**src/rtl/seg7_pkg.sv**
```systemverilog
// Shared definitions for the multiplexed 7-segment controller: register map
// indices and the hex font (segments a..g, bit6 = a).
package seg7_pkg;

    localparam logic [2:0] REG_DATA   = 3'd0;
    localparam logic [2:0] REG_DP     = 3'd1;
    localparam logic [2:0] REG_DIGEN  = 3'd2;
    localparam logic [2:0] REG_CTRL   = 3'd3;
    localparam logic [2:0] REG_STATUS = 3'd4;

    function automatic logic [6:0] seg7_font(input logic [3:0] v);
        logic [6:0] s;
        case (v)
            4'h0:    s = 7'h7E;
            4'h1:    s = 7'h30;
            4'h2:    s = 7'h6D;
            4'h3:    s = 7'h79;
            4'h4:    s = 7'h33;
            4'h5:    s = 7'h5B;
            4'h6:    s = 7'h5F;
            4'h7:    s = 7'h70;
            4'h8:    s = 7'h7F;
            4'h9:    s = 7'h7B;
            4'hA:    s = 7'h77;
            4'hB:    s = 7'h1F;
            4'hC:    s = 7'h4E;
            4'hD:    s = 7'h3D;
            4'hE:    s = 7'h4F;
            default: s = 7'h47;
        endcase
        return s;
    endfunction

endpackage

```
**src/rtl/seg7_scan_timer.sv**
```systemverilog
// Digit scan timebase: slot counter, current digit index, end-of-slot blanking
// window and the per-frame pulse/toggle.
module seg7_scan_timer #(
    parameter int NUM_DIGITS   = 2,
    parameter int DWELL_CYCLES = 65536,
    parameter int BLANK_CYCLES = 256
) (
    input  logic       clk,
    input  logic       resetn,
    output logic [2:0] dig_idx_o,
    output logic       blank_o,
    output logic       frame_o,
    output logic       frame_tog_o
);

    // One spare bit so DWELL_CYCLES itself is representable when BLANK_CYCLES is 0.
    localparam int CNT_W = $clog2(DWELL_CYCLES + 1);
    localparam logic [CNT_W-1:0] SLOT_LAST   = CNT_W'(DWELL_CYCLES - 1);
    localparam logic [CNT_W-1:0] BLANK_START = CNT_W'(DWELL_CYCLES - BLANK_CYCLES);
    localparam logic [2:0]       DIG_LAST    = 3'(NUM_DIGITS - 1);

    logic [CNT_W-1:0] slot_cnt_q, slot_cnt_d;
    logic [2:0]       dig_idx_q, dig_idx_d;
    logic             frame_q, frame_d;
    logic             frame_tog_q, frame_tog_d;
    logic             slot_wrap;

    assign slot_wrap = (slot_cnt_q == SLOT_LAST);

    always_comb begin
        slot_cnt_d  = slot_cnt_q + 1'b1;
        dig_idx_d   = dig_idx_q;
        frame_d     = 1'b0;
        if (slot_wrap) begin
            slot_cnt_d = '0;
            if (dig_idx_q == DIG_LAST) begin
                dig_idx_d = 3'd0;
                frame_d   = 1'b1;
            end else begin
                dig_idx_d = dig_idx_q + 3'd1;
            end
        end
        frame_tog_d = frame_tog_q ^ frame_d;
    end

    always_ff @(posedge clk or negedge resetn) begin
        if (!resetn) begin
            slot_cnt_q  <= '0;
            dig_idx_q   <= 3'd0;
            frame_q     <= 1'b0;
            frame_tog_q <= 1'b0;
        end else begin
            slot_cnt_q  <= slot_cnt_d;
            dig_idx_q   <= dig_idx_d;
            frame_q     <= frame_d;
            frame_tog_q <= frame_tog_d;
        end
    end

    assign dig_idx_o   = dig_idx_q;
    assign blank_o     = (slot_cnt_q >= BLANK_START);
    assign frame_o     = frame_q;
    assign frame_tog_o = frame_tog_q;

endmodule

```
**src/rtl/seg7_scan_ctrl.sv**
```systemverilog
// Bus-mapped N-digit multiplexed 7-segment controller: register file,
// leading-zero suppression and the registered SEG/COM output stage.
module seg7_scan_ctrl
    import seg7_pkg::*;
#(
    parameter int NUM_DIGITS     = 2,
    parameter int DWELL_CYCLES   = 65536,
    parameter int BLANK_CYCLES   = 256,
    parameter int SEG_ACTIVE_LOW = 0,
    parameter int COM_ACTIVE_LOW = 0
) (
    input  logic                  clk,
    input  logic                  resetn,
    input  logic                  valid,
    input  logic [2:0]            addr,
    input  logic [31:0]           wdata,
    input  logic                  wstrb,
    output logic [31:0]           rdata,
    output logic [7:0]            seg_o,
    output logic [NUM_DIGITS-1:0] com_o,
    output logic                  frame_o
);

    localparam int DW = 4 * NUM_DIGITS;

    logic [DW-1:0]         data_q, data_d;
    logic [NUM_DIGITS-1:0] dp_q, dp_d;
    logic [NUM_DIGITS-1:0] digen_q, digen_d;
    logic [1:0]            ctrl_q, ctrl_d;
    logic [31:0]           rdata_q, rdata_d;
    logic [7:0]            seg_q, seg_d;
    logic [NUM_DIGITS-1:0] com_q, com_d;

    logic [2:0] dig_idx;
    logic       blank;
    logic       frame_tog;
    logic       unused_wdata;

    seg7_scan_timer #(
        .NUM_DIGITS  (NUM_DIGITS),
        .DWELL_CYCLES(DWELL_CYCLES),
        .BLANK_CYCLES(BLANK_CYCLES)
    ) u_timer (
        .clk        (clk),
        .resetn     (resetn),
        .dig_idx_o  (dig_idx),
        .blank_o    (blank),
        .frame_o    (frame_o),
        .frame_tog_o(frame_tog)
    );

    // Per-digit views padded to 8 entries so a 3-bit index is always in range.
    logic [3:0] nib [8];
    logic [7:0] dp_x;
    logic [7:0] digen_x;
    logic [8:0] hi_zero;
    logic [7:0] suppress;

    assign hi_zero[8] = 1'b1;

    for (genvar gi = 0; gi < 8; gi++) begin : g_digit
        if (gi < NUM_DIGITS) begin : g_real
            assign nib[gi]     = data_q[4*gi +: 4];
            assign dp_x[gi]    = dp_q[gi];
            assign digen_x[gi] = digen_q[gi];
        end else begin : g_pad
            assign nib[gi]     = 4'h0;
            assign dp_x[gi]    = 1'b0;
            assign digen_x[gi] = 1'b0;
        end
        // hi_zero[i]: every enabled digit from i upward holds zero.
        assign hi_zero[gi] = hi_zero[gi+1] && ((nib[gi] == 4'h0) || !digen_x[gi]);
        if (gi == 0) begin : g_lsd
            assign suppress[gi] = 1'b0;
        end else begin : g_upper
            assign suppress[gi] = (nib[gi] == 4'h0) && hi_zero[gi+1];
        end
    end

    always_comb begin
        data_d  = data_q;
        dp_d    = dp_q;
        digen_d = digen_q;
        ctrl_d  = ctrl_q;
        if (valid && wstrb) begin
            case (addr)
                REG_DATA:  data_d  = wdata[DW-1:0];
                REG_DP:    dp_d    = wdata[NUM_DIGITS-1:0];
                REG_DIGEN: digen_d = wdata[NUM_DIGITS-1:0];
                REG_CTRL:  ctrl_d  = wdata[1:0];
                default:   ;
            endcase
        end
    end

    always_comb begin
        case (addr)
            REG_DATA:   rdata_d = 32'(data_q);
            REG_DP:     rdata_d = 32'(dp_q);
            REG_DIGEN:  rdata_d = 32'(digen_q);
            REG_CTRL:   rdata_d = {30'd0, ctrl_q};
            REG_STATUS: rdata_d = {23'd0, frame_tog, 5'd0, dig_idx};
            default:    rdata_d = 32'd0;
        endcase
    end

    always_comb begin
        seg_d = 8'h00;
        com_d = '0;
        if (ctrl_q[0] && digen_x[dig_idx] && !blank) begin
            com_d = NUM_DIGITS'(1) << dig_idx;
            seg_d = {(ctrl_q[1] && suppress[dig_idx]) ? 7'h00 : seg7_font(nib[dig_idx]),
                     dp_x[dig_idx]};
        end
    end

    always_ff @(posedge clk or negedge resetn) begin
        if (!resetn) begin
            data_q  <= '0;
            dp_q    <= '0;
            digen_q <= '0;
            ctrl_q  <= 2'b00;
            rdata_q <= 32'd0;
            seg_q   <= 8'h00;
            com_q   <= '0;
        end else begin
            data_q  <= data_d;
            dp_q    <= dp_d;
            digen_q <= digen_d;
            ctrl_q  <= ctrl_d;
            rdata_q <= rdata_d;
            seg_q   <= seg_d;
            com_q   <= com_d;
        end
    end

    // Polarity is applied after the register so reset/inactive levels invert too.
    assign rdata = rdata_q;
    assign seg_o = (SEG_ACTIVE_LOW != 0) ? ~seg_q : seg_q;
    assign com_o = (COM_ACTIVE_LOW != 0) ? ~com_q : com_q;

    assign unused_wdata = ^wdata;

endmodule

```
**config.mk**
```make
export PLATFORM = sky130hd
export DESIGN_NAME = seg7_scan_ctrl
export DESIGN_NICKNAME = d
export VERILOG_FILES = /design/src/rtl/seg7_pkg.sv /design/src/rtl/seg7_scan_timer.sv /design/src/rtl/seg7_scan_ctrl.sv
export SDC_FILE = /design/constraint.sdc
export NUM_CORES = 1
export LEC_CHECK = 0
export ABC_CLOCK_PERIOD_IN_PS = 4600
export BUFFER_PORTS_ARGS = -buffer_cell sky130_fd_sc_hd__buf_4
export CORE_UTILIZATION = 35
export DETAILED_ROUTE_END_ITERATION = 10
export PLACE_DENSITY = 0.61
export SETUP_SLACK_MARGIN = 0.5
export SYNTH_ARGS = -nofsm -noshare
export SYNTH_HDL_FRONTEND = slang
export SYNTH_SLANG_ARGS = --single-unit
```
**constraint.sdc**
```tcl
create_clock -name clk -period 4.6 [get_ports clk]
set_input_delay 0 -clock clk [delete_from_list [all_inputs] [get_ports clk]]
set_output_delay 0 -clock clk [all_outputs]
set_load 0.1 [all_outputs]
```
# == Yosys cells after proc, flatten, opt, wreduce, memory -nomap -nowiden ==
# Memory sizes are Yosys's and may differ from the RTL's.
# Cells that the tools add are included.
# totals
rom_bits,112
output_inout_bits,43
ff_bits,55
elab_cells,54
memories,1
input_bits,39
# op_classes
add_sub_neg,2
shift,1
eq_ne,6
n_lt_le_gt_ge,3
bitwise_logic,2
n_reduce_logical,11
n_mux,17
# mem_list
name,depth,width,rd,rd_clocked_by_memory_dff,wr,line,rtl
(no name shown),16,7,1,0,0,seg7_pkg.sv:13,case (v)
# ops
cell,count
$pmux 9 s5,1
$add 17x1->17 const B,1
$eq 17x16->1 const B,1
$ge 17x16->1 const B,1
$mux 17,1
$bmux 4 s3,1
$bmux 1 s3,3
$mux 4,2
$mux 8,1
$reduce_and 2->1,4
$mux 7,1
$eq 3x1->1 const B,2
$eq 3x2->1 const B,2
$mux 1,5
$ge 4x4->1 const B,1
$logic_and 1x1->1,4
$logic_not 4->1,1
$lt 3x4->1 const B,1
$not 3->4,1
$add 3x1->3 const B,1
$eq 3x3->1 const B,1
$logic_not 3->1,1
$mux 3,1
$shl 1x3->2 const A,1
other kinds (3),3

# == Logic depth before layout (Yosys ltp) ==
# An unclocked memory read counts as a cell.
# depth
depth_word,7
ltp_mapped,8
mapped_depth_nobuf,7

# == Hierarchy ==
# A second synthesis with hierarchy kept.
# unflattened
cells_unflattened,251
hier_area_um2,2822.7
# modules_own_cells
mod,instances,area_per_inst_um2,seq_area_each_um2,cells_per_inst
seg7_scan_ctrl,1,1800.5,825.8,161
seg7_scan_timer,1,1022.2,550.5,90

# == Worst setup path after synthesis ==
# OpenSTA, ideal clock, no wires.
# synth_timing
kind,register to register
from,"register u_timer.dig_idx_q[0], in the netlist u_timer.dig_idx_o[0]"
to,"register seg_q[2], in the netlist seg_o[2]"
t_arrival_ps,1800
setup_ps,87
path_stages_with_launch,8
t_required_ps,4513
n_path_buf,1
slack_ps,2713
synth_period_minus_slack_ps,1887
path_cell_list,dfrtp_1 -> buf_6 -> mux2_4 -> nand2_1 -> inv_1 -> ha_1 -> mux2_4 -> a211oi_2
# synth_between
elab_chain_cells,7
elab_cells_between_ends,14
classes_between,mux: 9; bitwise: 1; reduce/logical: 3; memory: 1
# synth_lines
item,line,rtl
start: declaration,seg7_scan_timer.sv:23,"logic [2:0] dig_idx_q, dig_idx_d;"
start signal: assignment,seg7_scan_timer.sv:54,dig_idx_q <= dig_idx_d;
$not 3->4 (not written as such),seg7_scan_ctrl.sv:112,"seg_d = {(ctrl_q[1] && suppress[dig_idx]) ? 7'h00 : seg7_font(nib[dig_idx]),"
$bmux 4 s3,seg7_scan_ctrl.sv:112,
$mux 4 (not written as such) (2 in series),seg7_scan_ctrl.sv:112,
$mem_v2 16x7,n/a,
$mux 7,seg7_scan_ctrl.sv:112,
$mux 8 *,seg7_scan_ctrl.sv:110,if (ctrl_q[0] && digen_x[dig_idx] && !blank) begin
via seg_d[2],seg7_scan_ctrl.sv:31,"logic [7:0] seg_q, seg_d;"
end signal: assignment,seg7_scan_ctrl.sv:132,seg_q <= seg_d;
end: declaration,seg7_scan_ctrl.sv:31,
# Mark *: on every way through the listed nets, which the timed path passes. The rest lies on a longest branch. The select of a mux whose other input is x is not followed.
# A chain may end at the register's enable or synchronous reset.

# == Worst setup path in the final report ==
# Ends and elaborated chain as after synthesis.

==> results by group <==
Layout
  – Number of fill cells: 723
  – Final antenna diode count: 0
  – Area growth from synthesis to layout: 16.2%
  – Fraction of the core area covered by cells at the end of the flow: 0.422
  – Share of final-layout standard cells stronger than drive strength 1: 0.241
  – Commonest non-fill, non-tap cell in the layout: sky130_fd_sc_hd__dfrtp_1
  – Register Area: 1380 µm²
  – Multi-input gate area: 1260 µm²
  – Highest-count cells in the layout ignoring fill and taps: sky130_fd_sc_hd__dfrtp_1 (55), sky130_fd_sc_hd__buf_4 (34), sky130_fd_sc_hd__conb_1 (23)
  – Final nets: 337

Die
  – Top-level port count: 82
  – Vertical extent of the die: 91.6 µm
  – Initial core utilization: 0.364
  – Area enclosed by the die boundary: 8390 µm²
  – Die width: 91.6 µm
  – Core area: 7730 µm²
  – Cell row count: 32

Clock network
  – CTS Sinks: 55
  – Max clock buf depth: 2
  – CTS tree: built
  – Worst skew pair latency: 0.31 ns
  – Clock H-tree levels: 2
  – Total CTS buffers: 5
  – Register clock-pin slew on the reported worst setup and hold paths: 0.11 ns
  – Post-CTS setup buffers: 0
  – Quantity of gates resized following cts: 0
  – Clk root buf: sky130_fd_sc_hd__clkbuf_8
  – Number of hold-repair buffers added at the cts stage: 12

Setup path
  – Required time worst endpoint: 4.83 ns
  – Cells along the critical path: mux2_4, nand2_1, inv_1, ha_1, mux2_4, a211oi_2
  – Number of cells on the worst reg-to-reg path: 6
  – Terminus of the critical flop-to-flop path: seg_o[2]
  – CP peak stage delay: 0.68 ns
  – Worst reg-to-reg setup slack: 2.39 ns
  – Critical Path End Type: flop
  – Crit path DAT: 2.44 ns
  – CP Max Fanout: 12
  – Cell type with the highest occurrence count on the critical path: sky130_fd_sc_hd__mux2_4
  – Setup Crit Path Kind: flop to flop
  – Element type at the critical path start: flop
  – Launching point of the worst reg2reg path: u_timer.dig_idx_o[0]
  – Slowest stage cell on the critical path: sky130_fd_sc_hd__dfrtp_1

Timing
  – Setup repair after global routing missed its margin: no
  – Achievable frequency: 0.453 GHz
  – Post-route setup TNS: 0 ns
  – Max Clock Skew: 0.0170 ns
  – Part of the cycle the worst path needs: 0.480
  – Worst Hold Margin: 0.127 ns
  – Pin slew with the least headroom to its limit: 0.741 ns
  – Tmin final: 2.21 ns
  – Max Transition Viols Final: 0
  – Max transition margin: 0.502
  – Number of setup violations in the final report: 0
  – Count of endpoints failing hold in the final timing report: 0

Min path
  – Cell count of the worst hold path: 4
  – Worst min path class: input pin to flop
  – Worst hold path endpoint: rdata[0]
  – Start point of the worst hold path: addr[1]

Place
  – Final weighted congestion in routability-driven placement: 0.755
  – Dpl hpwl: 3.39 mm
  – Number of I/O port buffers: 34

Route
  – Wirelength per Cell: 12.1 µm
  – Total DRC errors in the routed layout: 0
  – Total wirelength of the detailed-routed design: 4.77 mm
  – DRC marker count from the first detailed-route iteration: 82
  – Post-detailed-route count of antenna-violating nets: 0
  – Via total after detailed routing: 1,785
  – Vias per cell: 4.54
  – Number of iterations in the first detailed-routing pass: 4

Logic synthesis
  – Count of flip-flops with a built-in enable after synthesis: 0
  – Number of library cell types mapped by synthesis: 47
  – Prevailing post-synth register cell: sky130_fd_sc_hd__dfrtp_1
  – Register bit count reported by yosys: 55
  – Number of warning messages in the yosys log: 0
  – Fraction of registers with async set/reset: 1.00
  – Share of synthesized area occupied by flip-flops and latches: 0.490
  – Average instance area after synthesis: 11.5 µm²
  – Post-synthesis cell count: 245
  – Cell area after synthesis: 2810 µm²

Global route
  – First-pass GRT wire length: 8.19 mm
  – Leftover overflow at the end of global routing: 0
  – Initial antenna violation count: 0
  – Vias in the first global route: 1,737
  – GRT Resource Usage Total: 0.124
  – Maximum number of pins on one net before global-route repair: 56

Pwr
  – Power density relative to cell area: 389 nW/µm²
  – VDD IR-drop max: 0.000131 V
  – Cell leakage power: 1.63 nW
  – Total power draw: 0.00127 W

Run status
  – Result of the run: completed

Job
  – Max-capacitance violation count: 0
-- per-stage QoR --
step,instance area (µm²),setup slack [ns],std cells
3_5_place_dp,3050,2.42,373
5_1_grt,3260,2.21,393
4_1_cts,3260,2.39,393
2_1_floorplan,2890,2.71,267
6_report,3260,2.39,393
3_3_place_gp,3050,2.44,373
-- final cells by class --
cell class | instances | area share
clock buffers | 5 | 0.0211
multi-input cells | 174 | 0.387
well taps | 102 | 0.0391
inverters | 8 | 0.00920
clock inverters | 3 | 0.00690
flip-flops and latches | 55 | 0.422
repair buffers | 46 | 0.115
-- how the worst max path moves through the flow --
stage               slack (ns)  cells past startpoint       end            startpoint
floorplan                 2.71                      7  seg_o[2]  u_timer.dig_idx_o[0]
global placement          2.44                      6  seg_o[2]  u_timer.dig_idx_o[0]
detailed placement        2.42                      6  seg_o[2]  u_timer.dig_idx_o[0]
CTS                       2.39                      6  seg_o[2]  u_timer.dig_idx_o[0]
global route              2.21                      7  seg_o[1]  u_timer.dig_idx_o[0]
finish                    2.39                      6  seg_o[2]  u_timer.dig_idx_o[0]
-- state kept, by name (all words and copies together), names as in the netlist --
| register | flops |
|---|---|
| ctrl_q | 2 |
| digen_q | 2 |
| u_timer.slot_cnt_q | 17 |
| u_timer.dig_idx_o | 3 |
| seg_o | 8 |
| u_timer.frame_tog_o | 1 |
| data_q | 8 |
| rdata | 9 |
| com_o | 2 |
| u_timer.frame_o | 1 |
| dp_q | 2 |
-- cell usage after synthesis (2+ instances only) --
cell	number	area (µm²)
sky130_fd_sc_hd__inv_1	8	30.0
sky130_fd_sc_hd__nand2b_1	3	18.8
sky130_fd_sc_hd__mux2_2	16	180
sky130_fd_sc_hd__mux2_4	3	45.0
sky130_fd_sc_hd__xor2_1	7	61.3
sky130_fd_sc_hd__nand4_2	2	25.0
sky130_fd_sc_hd__and4_1	2	17.5
sky130_fd_sc_hd__nand4b_1	3	26.3
sky130_fd_sc_hd__nor2_1	21	78.8
sky130_fd_sc_hd__dfrtp_1	55	1380
sky130_fd_sc_hd__nand4_1	3	18.8
sky130_fd_sc_hd__xnor2_1	9	78.8
sky130_fd_sc_hd__buf_2	3	15.0
sky130_fd_sc_hd__nand3_1	7	35.0
sky130_fd_sc_hd__buf_6	2	22.5
sky130_fd_sc_hd__nand2_1	12	45.0
sky130_fd_sc_hd__nor3_1	8	40.0
sky130_fd_sc_hd__buf_4	24	180
sky130_fd_sc_hd__and2_1	5	31.3
sky130_fd_sc_hd__nor4_1	2	12.5
sky130_fd_sc_hd__and3_1	2	12.5
sky130_fd_sc_hd__o21ai_0	4	20.0
sky130_fd_sc_hd__ha_1	8	100
sky130_fd_sc_hd__a311oi_1	3	26.3
sky130_fd_sc_hd__nor2b_1	2	12.5
sky130_fd_sc_hd__mux2i_1	7	70.1
sky130_fd_sc_hd__mux2_1	3	33.8
sky130_fd_sc_hd__a211oi_2	2	25.0
-- metal layers --
| metal | part of all wire | up-vias | routed length (µm) | global-route usage |
|---|---|---|---|---|
| met5 | 0 | - | 0 | 0 |
| met4 | 0.012 | 0 | 57 | 0.0397 |
| met3 | 0.036 | 7 | 171 | 0.0251 |
| met2 | 0.49 | 36 | 2320 | 0.207 |
| met1 | 0.47 | 857 | 2230 | 0.160 |
| li1 | - | 885 | - | - |
-- power by group --
group          switching (W)  total [W]  internal [W]
Sequential         0.0000287   0.000559      0.000530
Combinational       0.000324   0.000444      0.000120
Clock               0.000159   0.000269      0.000109
-- cells by family (layout without fill, tap and decap cells) --
| logic type | after synthesis | after routing | synth area share |
|---|---|---|---|
| and+or+nand+nor | 80 | 80 | 0.159 |
| DFF | 55 | 55 | 0.490 |
| buffers and inverters | 38 | 62 | 0.0895 |
| muxes | 31 | 31 | 0.130 |
| AOI/OAI and AO/OA | 16 | 16 | 0.0446 |
| xor gates and xnor gates | 16 | 16 | 0.0499 |
| adders and majority gates | 8 | 8 | 0.0356 |
| other | 1 | 23 | 0.00134 |
-- worst max-delay path, delay by kind of cell (launching register included) --
| family | cells | cell delay [ns] |
|---|---|---|
| DFF | 1 | 0.68 |
| muxes | 2 | 0.64 |
| AOI/OAI and AO/OA | 1 | 0.21 |
| buffers and inverters | 1 | 0.13 |
| adders and majority gates | 1 | 0.27 |
| and+or+nand+nor | 1 | 0.20 |
Power figures use the tool's default switching activity.
